<file path="config.mk">
export PLATFORM = sky130hd
export DESIGN_NAME = seg_scan_ctrl
export DESIGN_NICKNAME = d
export VERILOG_FILES = /design/src/rtl/seg_scan_ctrl.sv
export SDC_FILE = /design/constraint.sdc
export NUM_CORES = 1
export LEC_CHECK = 0
export ABC_AREA = 1
export BUFFER_PORTS_ARGS = -buffer_cell sky130_fd_sc_hd__buf_2
export CORE_ASPECT_RATIO = 1.5
export CORE_MARGIN = 2
export CORE_UTILIZATION = 55
export CTS_BUF_LIST = sky130_fd_sc_hd__clkbuf_8
export DETAILED_ROUTE_END_ITERATION = 12
export PLACE_DENSITY = 0.79
export SYNTH_ARGS = -nofsm -noshare
export SYNTH_HDL_FRONTEND = slang
export SYNTH_SLANG_ARGS = --single-unit
</file>
<file path="constraint.sdc">
create_clock -name clk50MHz -period 1.6 [get_ports clk50MHz]
set_input_delay 0.08 -clock clk50MHz [delete_from_list [all_inputs] [get_ports clk50MHz]]
set_output_delay 0.08 -clock clk50MHz [all_outputs]
set_load 0.01 [all_outputs]
</file>
<file path="src/rtl/seg_scan_ctrl.sv">
`timescale 1ns/1ps
// seg_scan_ctrl: multiplexed 7-segment scanner with guard blanking and frame-synchronous display update.
// Define SEG_SCAN_LZB_EN to enable leading-zero blanking.
module seg_scan_ctrl #(
  parameter int NUM_DIGITS   = 4,
  parameter int TICK_DIV     = 50000,
  parameter int GUARD_CYCLES = 500
) (
  input  logic                    clk50MHz,
  input  logic                    rst,
  input  logic                    load,
  input  logic [4*NUM_DIGITS-1:0] digits_in,
  input  logic [NUM_DIGITS-1:0]   dp_in,
  output logic [NUM_DIGITS-1:0]   LEDSEL,
  output logic [7:0]              LEDOUT,
  output logic                    update_pending,
  output logic                    frame_done
);
  localparam int CW = (TICK_DIV > 1) ? $clog2(TICK_DIV) : 1;
  localparam int IW = $clog2(NUM_DIGITS);
  localparam logic [CW-1:0] CNT_MAX = CW'(TICK_DIV - 1);
  localparam logic [CW-1:0] GUARD   = CW'(GUARD_CYCLES);
  localparam logic [IW-1:0] IDX_MAX = IW'(NUM_DIGITS - 1);

  logic [CW-1:0]              cnt;
  logic [IW-1:0]              idx;
  logic [NUM_DIGITS-1:0][3:0] pend_dig, disp_dig;
  logic [NUM_DIGITS-1:0]      pend_dp, disp_dp;
  logic [NUM_DIGITS-1:0]      blank;
  logic                       boundary;
  logic [3:0]                 cur_dig;
  logic [7:0]                 cur_seg;

  assign boundary = (cnt == CNT_MAX) && (idx == IDX_MAX);

  always_ff @(posedge clk50MHz) begin
    if (rst) begin
      cnt <= '0;
      idx <= '0;
    end else if (cnt == CNT_MAX) begin
      cnt <= '0;
      idx <= (idx == IDX_MAX) ? '0 : idx + 1'b1;
    end else begin
      cnt <= cnt + 1'b1;
    end
  end

  // Pending data moves to the display only on a frame boundary; a load on that
  // same cycle lands in pending and waits for the next boundary.
  always_ff @(posedge clk50MHz) begin
    if (rst) begin
      pend_dig       <= '0;
      pend_dp        <= '0;
      update_pending <= 1'b0;
      disp_dig       <= {NUM_DIGITS{4'hF}};
      disp_dp        <= '0;
    end else begin
      if (boundary && update_pending) begin
        disp_dig <= pend_dig;
        disp_dp  <= pend_dp;
      end
      if (load) begin
        pend_dig       <= digits_in;
        pend_dp        <= dp_in;
        update_pending <= 1'b1;
      end else if (boundary) begin
        update_pending <= 1'b0;
      end
    end
  end

  always_comb begin
    logic seen;
    seen  = 1'b0;
    blank = '0;
`ifdef SEG_SCAN_LZB_EN
    for (int i = NUM_DIGITS - 1; i > 0; i--) begin
      seen     = seen | (disp_dig[i] != 4'h0);
      blank[i] = ~seen;
    end
`else
    for (int i = NUM_DIGITS - 1; i > 0; i--) begin
      seen     = seen | (disp_dig[i] != 4'h0);
      blank[i] = 1'b0;
    end
`endif
  end

  assign cur_dig = disp_dig[idx];

  always_comb begin
    case (cur_dig)
      4'd0:    cur_seg = 8'h88;
      4'd1:    cur_seg = 8'hED;
      4'd2:    cur_seg = 8'hA2;
      4'd3:    cur_seg = 8'hA4;
      4'd4:    cur_seg = 8'hC5;
      4'd5:    cur_seg = 8'h94;
      4'd6:    cur_seg = 8'h90;
      4'd7:    cur_seg = 8'hAD;
      4'd8:    cur_seg = 8'h80;
      4'd9:    cur_seg = 8'h84;
      default: cur_seg = 8'hFF;
    endcase
    if (blank[idx])   cur_seg[6:0] = 7'h7F;
    if (disp_dp[idx]) cur_seg[7]   = 1'b0;
  end

  // Registered outputs: the guard window blanks everything to avoid ghosting between digits.
  always_ff @(posedge clk50MHz) begin
    if (rst) begin
      LEDSEL     <= '1;
      LEDOUT     <= 8'hFF;
      frame_done <= 1'b0;
    end else begin
      frame_done <= boundary;
      if (cnt < GUARD) begin
        LEDSEL <= '1;
        LEDOUT <= 8'hFF;
      end else begin
        LEDSEL <= ~(NUM_DIGITS'(1) << idx);
        LEDOUT <= cur_seg;
      end
    end
  end
endmodule
</file>
==> impl_metrics.yaml, run 1 <==
outcome:
  outcome: "finished clean"
sta:
  grt_setup_unrepaired: "yes"
  hold_ws_ps: 195
  fin_skew_ps: 10.7
  final.period_utilization: 0.960
  timing.slew.headroom: 0.604
  fmaxAchievable_mhz: 651
  layout_setup_ws_ps: 64.2
  slew_violations: 0
  timing.final.hold_violations: 0
  worst_pin_slew_ps: 593
  setup_viol_count_final: 0
  fin_crit_ps: 1540
clock_tree:
  worst_setup_hold_path_clk_slew_ps: 80
  htree_num_levels: 3
  source_to_sink_clock_delay_at_the_later_pin_of_the_worst_skew_pair_ps: 340
  sinks_on_the_clock_net: 72
  max-clock-path-buffers: 2
  numCtsBuffers: 9
  cts_tree: "yes"
  clock_tree_root_buffer_cell: "sky130_fd_sc_hd__clkbuf_8"
global_route:
  grtUsageTotal: 0.227
  number_of_global_route_vias_before_repair: 2659
  gr-total-overflow: 0
  pin_count_of_the_biggest_net_entering_global_routing: 34
  first_pass_grt_wire_length_mm: 11.2
  antenna_found_initial: 0
logic_synthesis:
  yosysSeqAreaShare: 0.463
  synth-warning-count: 0
  synthCells: 411
  synth-seq-cells: 72
  synth_cell_type_count: 29
  post_synth_instance_area_sq_um: 3120
  post_syn_nets: 444
  syn_avg_cell_area_sq_um: 7.58
cells_and_area:
  diodes: 0
  fin_util: 0.716
  layout-drive-gt1-share: 0.201
  nets_final: 510
  fin_area_sq_um: 3900
  syn2layout_area_growth_pct: 25.2
worst_setup_path:
  cp.arrival_ps: 1760
  setup.worst_path.end_class: "register"
  start_kind: "register"
  cp_data_required_time_ps: 1820
  critical_path_peak_fanout: 12
  worstSetupPathType: "reg -> reg"
drt:
  route.detailed.drc: 0
  wl_mm: 6.81
  drt.antenna.violating_nets: 0
  routedWlPerCell_um: 12.3
  drtPass1Iterations: 4
  detailedRoute.firstIterationViolations: 132
  viasPerCell: 5.21
  vias: 2878
floorplanning:
  die-area_sq_um: 6290
  num_io_pins: 37
  placement_rows: 33
  initial_utilization: 0.572
  die_width_um: 65.5
  core_area_sq_um: 5450
  die_y_um: 96.2
power_and_ir_drop:
  vdd.ir_drop.worst_v: 0.00103
  total_power_uw: 3580
  power-per-cell-area_nw_per_um2: 919
  p_leak_uw: 0.00171
place:
  io_buffer_count: 36
  pre_cts_ws_ps: -30.4
  hpwlAfterDp_mm: 4.45
  instance_area_after_placement_sq_um: 3370
  place_congestion: 0.874
hold_path:
  holdCritPathClass: "in -> reg"
job:
  maxCapViolations: 0
==> cell families (layout without fill, tap and decap cells) <==
family / Yosys count / in the layout / share of synthesized area
adders and majority gates: 10 / 10 / 0.0402
DFF: 72 / 72 / 0.463
buffers and inverters: 48 / 117 / 0.0699
AOI/OAI and AO/OA: 41 / 41 / 0.0675
xor gates and xnor gates: 5 / 5 / 0.0141
and+or+nand+nor: 235 / 237 / 0.346
==> worst paths after layout <==
check	start	endpoint	slack, ps	cells after the start
worst max-delay path	cnt[0]$_SDFF_PP0_	disp_dig[1]$_SDFFE_PP1P_	60	6
worst max register to register	cnt[0]$_SDFF_PP0_	disp_dig[1]$_SDFFE_PP1P_	60	6
worst min-delay path	load	pend_dig[1]$_SDFFE_PP0P_	190	3
worst min register to register	cnt[0]$_SDFF_PP0_	cnt[0]$_SDFF_PP0_	460	1
==> per-layer routing <==
| metal | vias up | global-route usage | share of wire | wire length (um) |
|---|---|---|---|---|
| met5 | - | 0 | 0 | 0 |
| met4 | 0 | 0.0990 | 0.027 | 187 |
| met2 | 63 | 0.424 | 0.54 | 3670 |
| li1 | 1476 | - | - | - |
| met3 | 20 | 0.0526 | 0.038 | 258 |
| met1 | 1319 | 0.239 | 0.40 | 2700 |
==> report_power, final <==
part	internal, uW	leakage [uW]	switching, uW
logic	84.2	0.00101	87.8
clock network	896	0.000112	652
registers	1830	0.000588	28.1
total	2810	0.00171	768
==> cells in the mapped netlist, drive strengths merged <==
| cell type | count | area, sq um |
|---|---|---|
| nand3 | 38 | 200 |
| nor3 | 6 | 30.0 |
| o21ai | 27 | 135 |
| ha | 10 | 125 |
| inv | 28 | 105 |
| nand4 | 21 | 146 |
| nand2 | 88 | 343 |
| dfxtp | 72 | 1440 |
| o211ai | 2 | 15.0 |
| nor3b | 2 | 15.0 |
| a21oi | 12 | 60.1 |
| buf | 8 | 66.3 |
| nor2 | 76 | 318 |
| clkbuf | 9 | 33.8 |
| or2 | 4 | 25.0 |
| clkinv | 3 | 12.5 |
| xor2 | 5 | 43.8 |
==> cell type report <==
cell class,count,area (sq um)
clock buffer,13,179
sequential,72,1440
tap,70,87.6
multi-input combinational,293,1510
timing repair buffer,70,513
fill,452,1550
clock inverter,3,46.3
inverter,31,118
==> per-stage QoR <==
step	std cells	TNS (ps)
after floorplan	411	0
after global placement	508	0
after detailed placement	508	-99.1
after CTS	547	-0.649
after global routing	552	-44.5
final	552	0
==> worst max-delay path, stage by stage, from the launching register on <==
cell and delay (ps):
sky130_fd_sc_hd__dfxtp_1 360, sky130_fd_sc_hd__ha_2 210, sky130_fd_sc_hd__nand3_2 130, sky130_fd_sc_hd__nor2_4 240, sky130_fd_sc_hd__nand4_4 240, sky130_fd_sc_hd__nand2_1 150
sky130_fd_sc_hd__nand3_1 80
==> registers in the layout (all words and copies together), names as in the netlist <==
signal / flops
disp_dp: 4
cnt: 16
LEDOUT: 8
disp_dig: 16
frame_done: 1
update_pending: 1
idx: 2
LEDSEL: 4
pend_dig: 16
pend_dp: 4
==> what timing repair did <==
| item | CTS | global route |
|---|---|---|
| gates resized for setup | 2 | 8 |
| endpoints found under the hold margin | 22 | 0 |
| setup endpoints to repair | 20 | 26 |
| pin swaps | 1 | 4 |
| setup buffers | 2 | 3 |
| hold buffers | 21 | 0 |
| gates cloned | 0 | 2 |
==> layout by cell type, fill, tap and decap left out, types with 3 or more instances in the layout <==
cell type                       netlist  final
sky130_fd_sc_hd__ha_1                10      8
sky130_fd_sc_hd__or2_2                3      3
sky130_fd_sc_hd__nor2_1              67     66
sky130_fd_sc_hd__nor2_4               2      3
sky130_fd_sc_hd__xor2_1               5      5
sky130_fd_sc_hd__a21oi_1             12     12
sky130_fd_sc_hd__nand2_1             83     81
sky130_fd_sc_hd__inv_1               26     26
sky130_fd_sc_hd__dfxtp_1             72     70
sky130_fd_sc_hd__clkbuf_8             0     13
sky130_fd_sc_hd__nand4_1             20     20
sky130_fd_sc_hd__o21ai_0             26     26
sky130_fd_sc_hd__nand3_1             36     36
sky130_fd_sc_hd__dlygate4sd3_1        0     21
sky130_fd_sc_hd__nor2_2               7      7
sky130_fd_sc_hd__nor3_1               6      6
sky130_fd_sc_hd__buf_4                1     11
sky130_fd_sc_hd__buf_2                2     36
sky130_fd_sc_hd__nand2_2              5      6
(Power assumes the default switching activity.)
==> run 2, diff against run 1 <==
--- a/config.mk
+++ b/config.mk
@@ -7,7 +7,6 @@
 export LEC_CHECK = 0
 export ABC_AREA = 1
 export BUFFER_PORTS_ARGS = -buffer_cell sky130_fd_sc_hd__buf_2
-export CORE_ASPECT_RATIO = 1.5
 export CORE_MARGIN = 2
 export CORE_UTILIZATION = 55
 export CTS_BUF_LIST = sky130_fd_sc_hd__clkbuf_8
==> impl_metrics.yaml, run 2 (same netlist as run 1, synthesis figures left out) <==
sta:
  slew_violations: 0
  timing.final.hold_violations: 0
  layout_setup_ws_ps: 109
  final.period_utilization: 0.932
  timing.slew.headroom: 0.586
  fmaxAchievable_mhz: 671
  fin_crit_ps: 1490
  worst_pin_slew_ps: 620
  setup_viol_count_final: 0
  fin_skew_ps: 8.40
  grt_setup_unrepaired: "yes"
place:
  place_congestion: 0.814
  hpwlAfterDp_mm: 4.36
  io_buffer_count: 36
  pre_cts_ws_ps: 35.3
floorplanning:
  core_area_sq_um: 5470
  num_io_pins: 37
  die_width_um: 79.3
  initial_utilization: 0.569
  die-area_sq_um: 6280
  die_y_um: 79.3
  placement_rows: 27
cells_and_area:
  syn2layout_area_growth_pct: 22.5
  nets_final: 505
  layout_top_registers: "cnt (16), disp_dig (16), pend_dig (16)"
  final_common_cell: "sky130_fd_sc_hd__nand2_1"
  fin_util: 0.697
  layout.cells.most_common_list: "sky130_fd_sc_hd__nand2_1 (81), sky130_fd_sc_hd__dfxtp_1 (71), sky130_fd_sc_hd__nor2_1 (67), sky130_fd_sc_hd__nand3_1 (36), sky130_fd_sc_hd__buf_2 (36)"
  layout-drive-gt1-share: 0.184
  diodes: 0
hold_path:
  min_delay_path_depth: 3
  holdCritPathClass: "in -> reg"
  holdCritStartpoint: "load"
  worstHoldEndpoint: "pend_dp[0]$_SDFFE_PP0P_"
worst_setup_path:
  timing.rr.start: "idx[1]$_SDFFE_PP0N_"
  reg2reg_to: "LEDOUT[3]$_SDFF_PP1_"
  register_to_register_path_depth: 8
  start_kind: "register"
  critical_path_peak_fanout: 8
  setup.worst_path.end_class: "register"
  cp_data_required_time_ps: 1830
  cp.arrival_ps: 1720
  worstSetupPathType: "reg -> reg"
  worst-r2r-setup-slack_ps: 110
job:
  maxCapViolations: 0
global_route:
  grt_util_met3: 0.0477
  grt.met2_usage: 0.389
  number_of_global_route_vias_before_repair: 2687
  pin_count_of_the_biggest_net_entering_global_routing: 28
  grtUsageTotal: 0.235
  antenna_found_initial: 0
  groute.layer.met1.usage: 0.295
  first_pass_grt_wire_length_mm: 11.7
  grt_most_used_layer: "met2"
  gr-total-overflow: 0
clock_tree:
  sinks_on_the_clock_net: 72
  htree_num_levels: 3
  clock_tree_root_buffer_cell: "sky130_fd_sc_hd__clkbuf_8"
  cts_tree: "yes"
  source_to_sink_clock_delay_at_the_later_pin_of_the_worst_skew_pair_ps: 340
  numCtsBuffers: 9
  worst_setup_hold_path_clk_slew_ps: 80
  max-clock-path-buffers: 2
drt:
  wl_mm: 6.53
  vias: 2745
  viasPerCell: 5.00
  detailedRoute.firstIterationViolations: 118
  drt.antenna.violating_nets: 0
  drtPass1Iterations: 4
  routedWlPerCell_um: 11.9
  route.detailed.drc: 0
power_and_ir_drop:
  p_leak_uw: 0.00168
  power-per-cell-area_nw_per_um2: 918
  vdd.ir_drop.worst_v: 0.000701
outcome:
  outcome: "finished clean"
==> run 2: cell count changes in the layout (fill, tap and decap cells not counted), sizes merged <==
cell,previous run,this run
buf,49,46
clkinv,3,4
nand4,23,21
clkbuf,13,11
inv,29,30
==> run 2: timing repair <==
| action | 4_1_cts | 5_1_grt |
|---|---|---|
| endpoints found under the hold margin | 22 | 0 |
| gates resized for setup | 0 | 5 |
| endpoints found under the setup margin | 0 | 39 |
| hold buffers | 21 | 0 |
| setup buffers | 0 | 0 |
==> run 2: cell type report <==
cell class,instances,area [sq um]
well taps,72,90.1
repair buffers,67,490
flip-flops and latches,72,1440
clock inverters,5,55.1
fillers,465,1660
inverters,31,118
clock buffers,11,151
multi-input cells,291,1470
==> run 2: how the worst max path moves through the flow <==
stage                             start              endpoint  slack (ps)  cells after the start
CTS                 idx[0]$_SDFFE_PP0N_  LEDOUT[3]$_SDFF_PP1_          20                      9
detailed placement  idx[0]$_SDFFE_PP0N_  LEDOUT[3]$_SDFF_PP1_          40                      9
global placement    idx[0]$_SDFFE_PP0N_  LEDOUT[3]$_SDFF_PP1_         110                      9
floorplan           idx[0]$_SDFFE_PP0N_  LEDOUT[3]$_SDFF_PP1_         100                      9
finish              idx[1]$_SDFFE_PP0N_  LEDOUT[3]$_SDFF_PP1_         110                      8
global route        idx[0]$_SDFFE_PP0N_  LEDOUT[5]$_SDFF_PP1_          -3                      9
==> run 2: worst max-delay path: stages, from the launching register on <==
cell                      delay [ps]
sky130_fd_sc_hd__dfxtp_1         360
sky130_fd_sc_hd__inv_2           140
sky130_fd_sc_hd__nand3_1         110
sky130_fd_sc_hd__nand2_2         130
sky130_fd_sc_hd__inv_1            90
sky130_fd_sc_hd__ha_1            190
sky130_fd_sc_hd__or2_1           240
sky130_fd_sc_hd__nand3_1          70
sky130_fd_sc_hd__nand2_1          50
==> run 2: through the flow <==
stage | TNS (ps) | total power, uW | area [sq um] | cells | hold WS (ps)
after floorplan | 0 | 1980 | 3120 | 411 | 149
after global placement | 0 | 2030 | 3390 | 512 | 284
after detailed placement | 0 | 2030 | 3390 | 512 | 298
after CTS | 0 | 3530 | 3800 | 549 | 176
after global routing | -3.10 | 3650 | 3820 | 549 | 226
final | 0 | 3500 | 3820 | 549 | 186
==> run 2: where the power goes <==
part | switching [uW] | total [uW] | internal [uW]
Sequential | 26.0 | 1860 | 1830
Combinational | 89.4 | 175 | 85.4
Clock | 667 | 1470 | 803
Total | 782 | 3500 | 2720
==> run 2: metal layers <==
metal	up-vias	share of wire
li1	1454	-
met1	1224	0.47
met2	55	0.47
met3	12	0.037
met4	0	0.018
met5	-	0
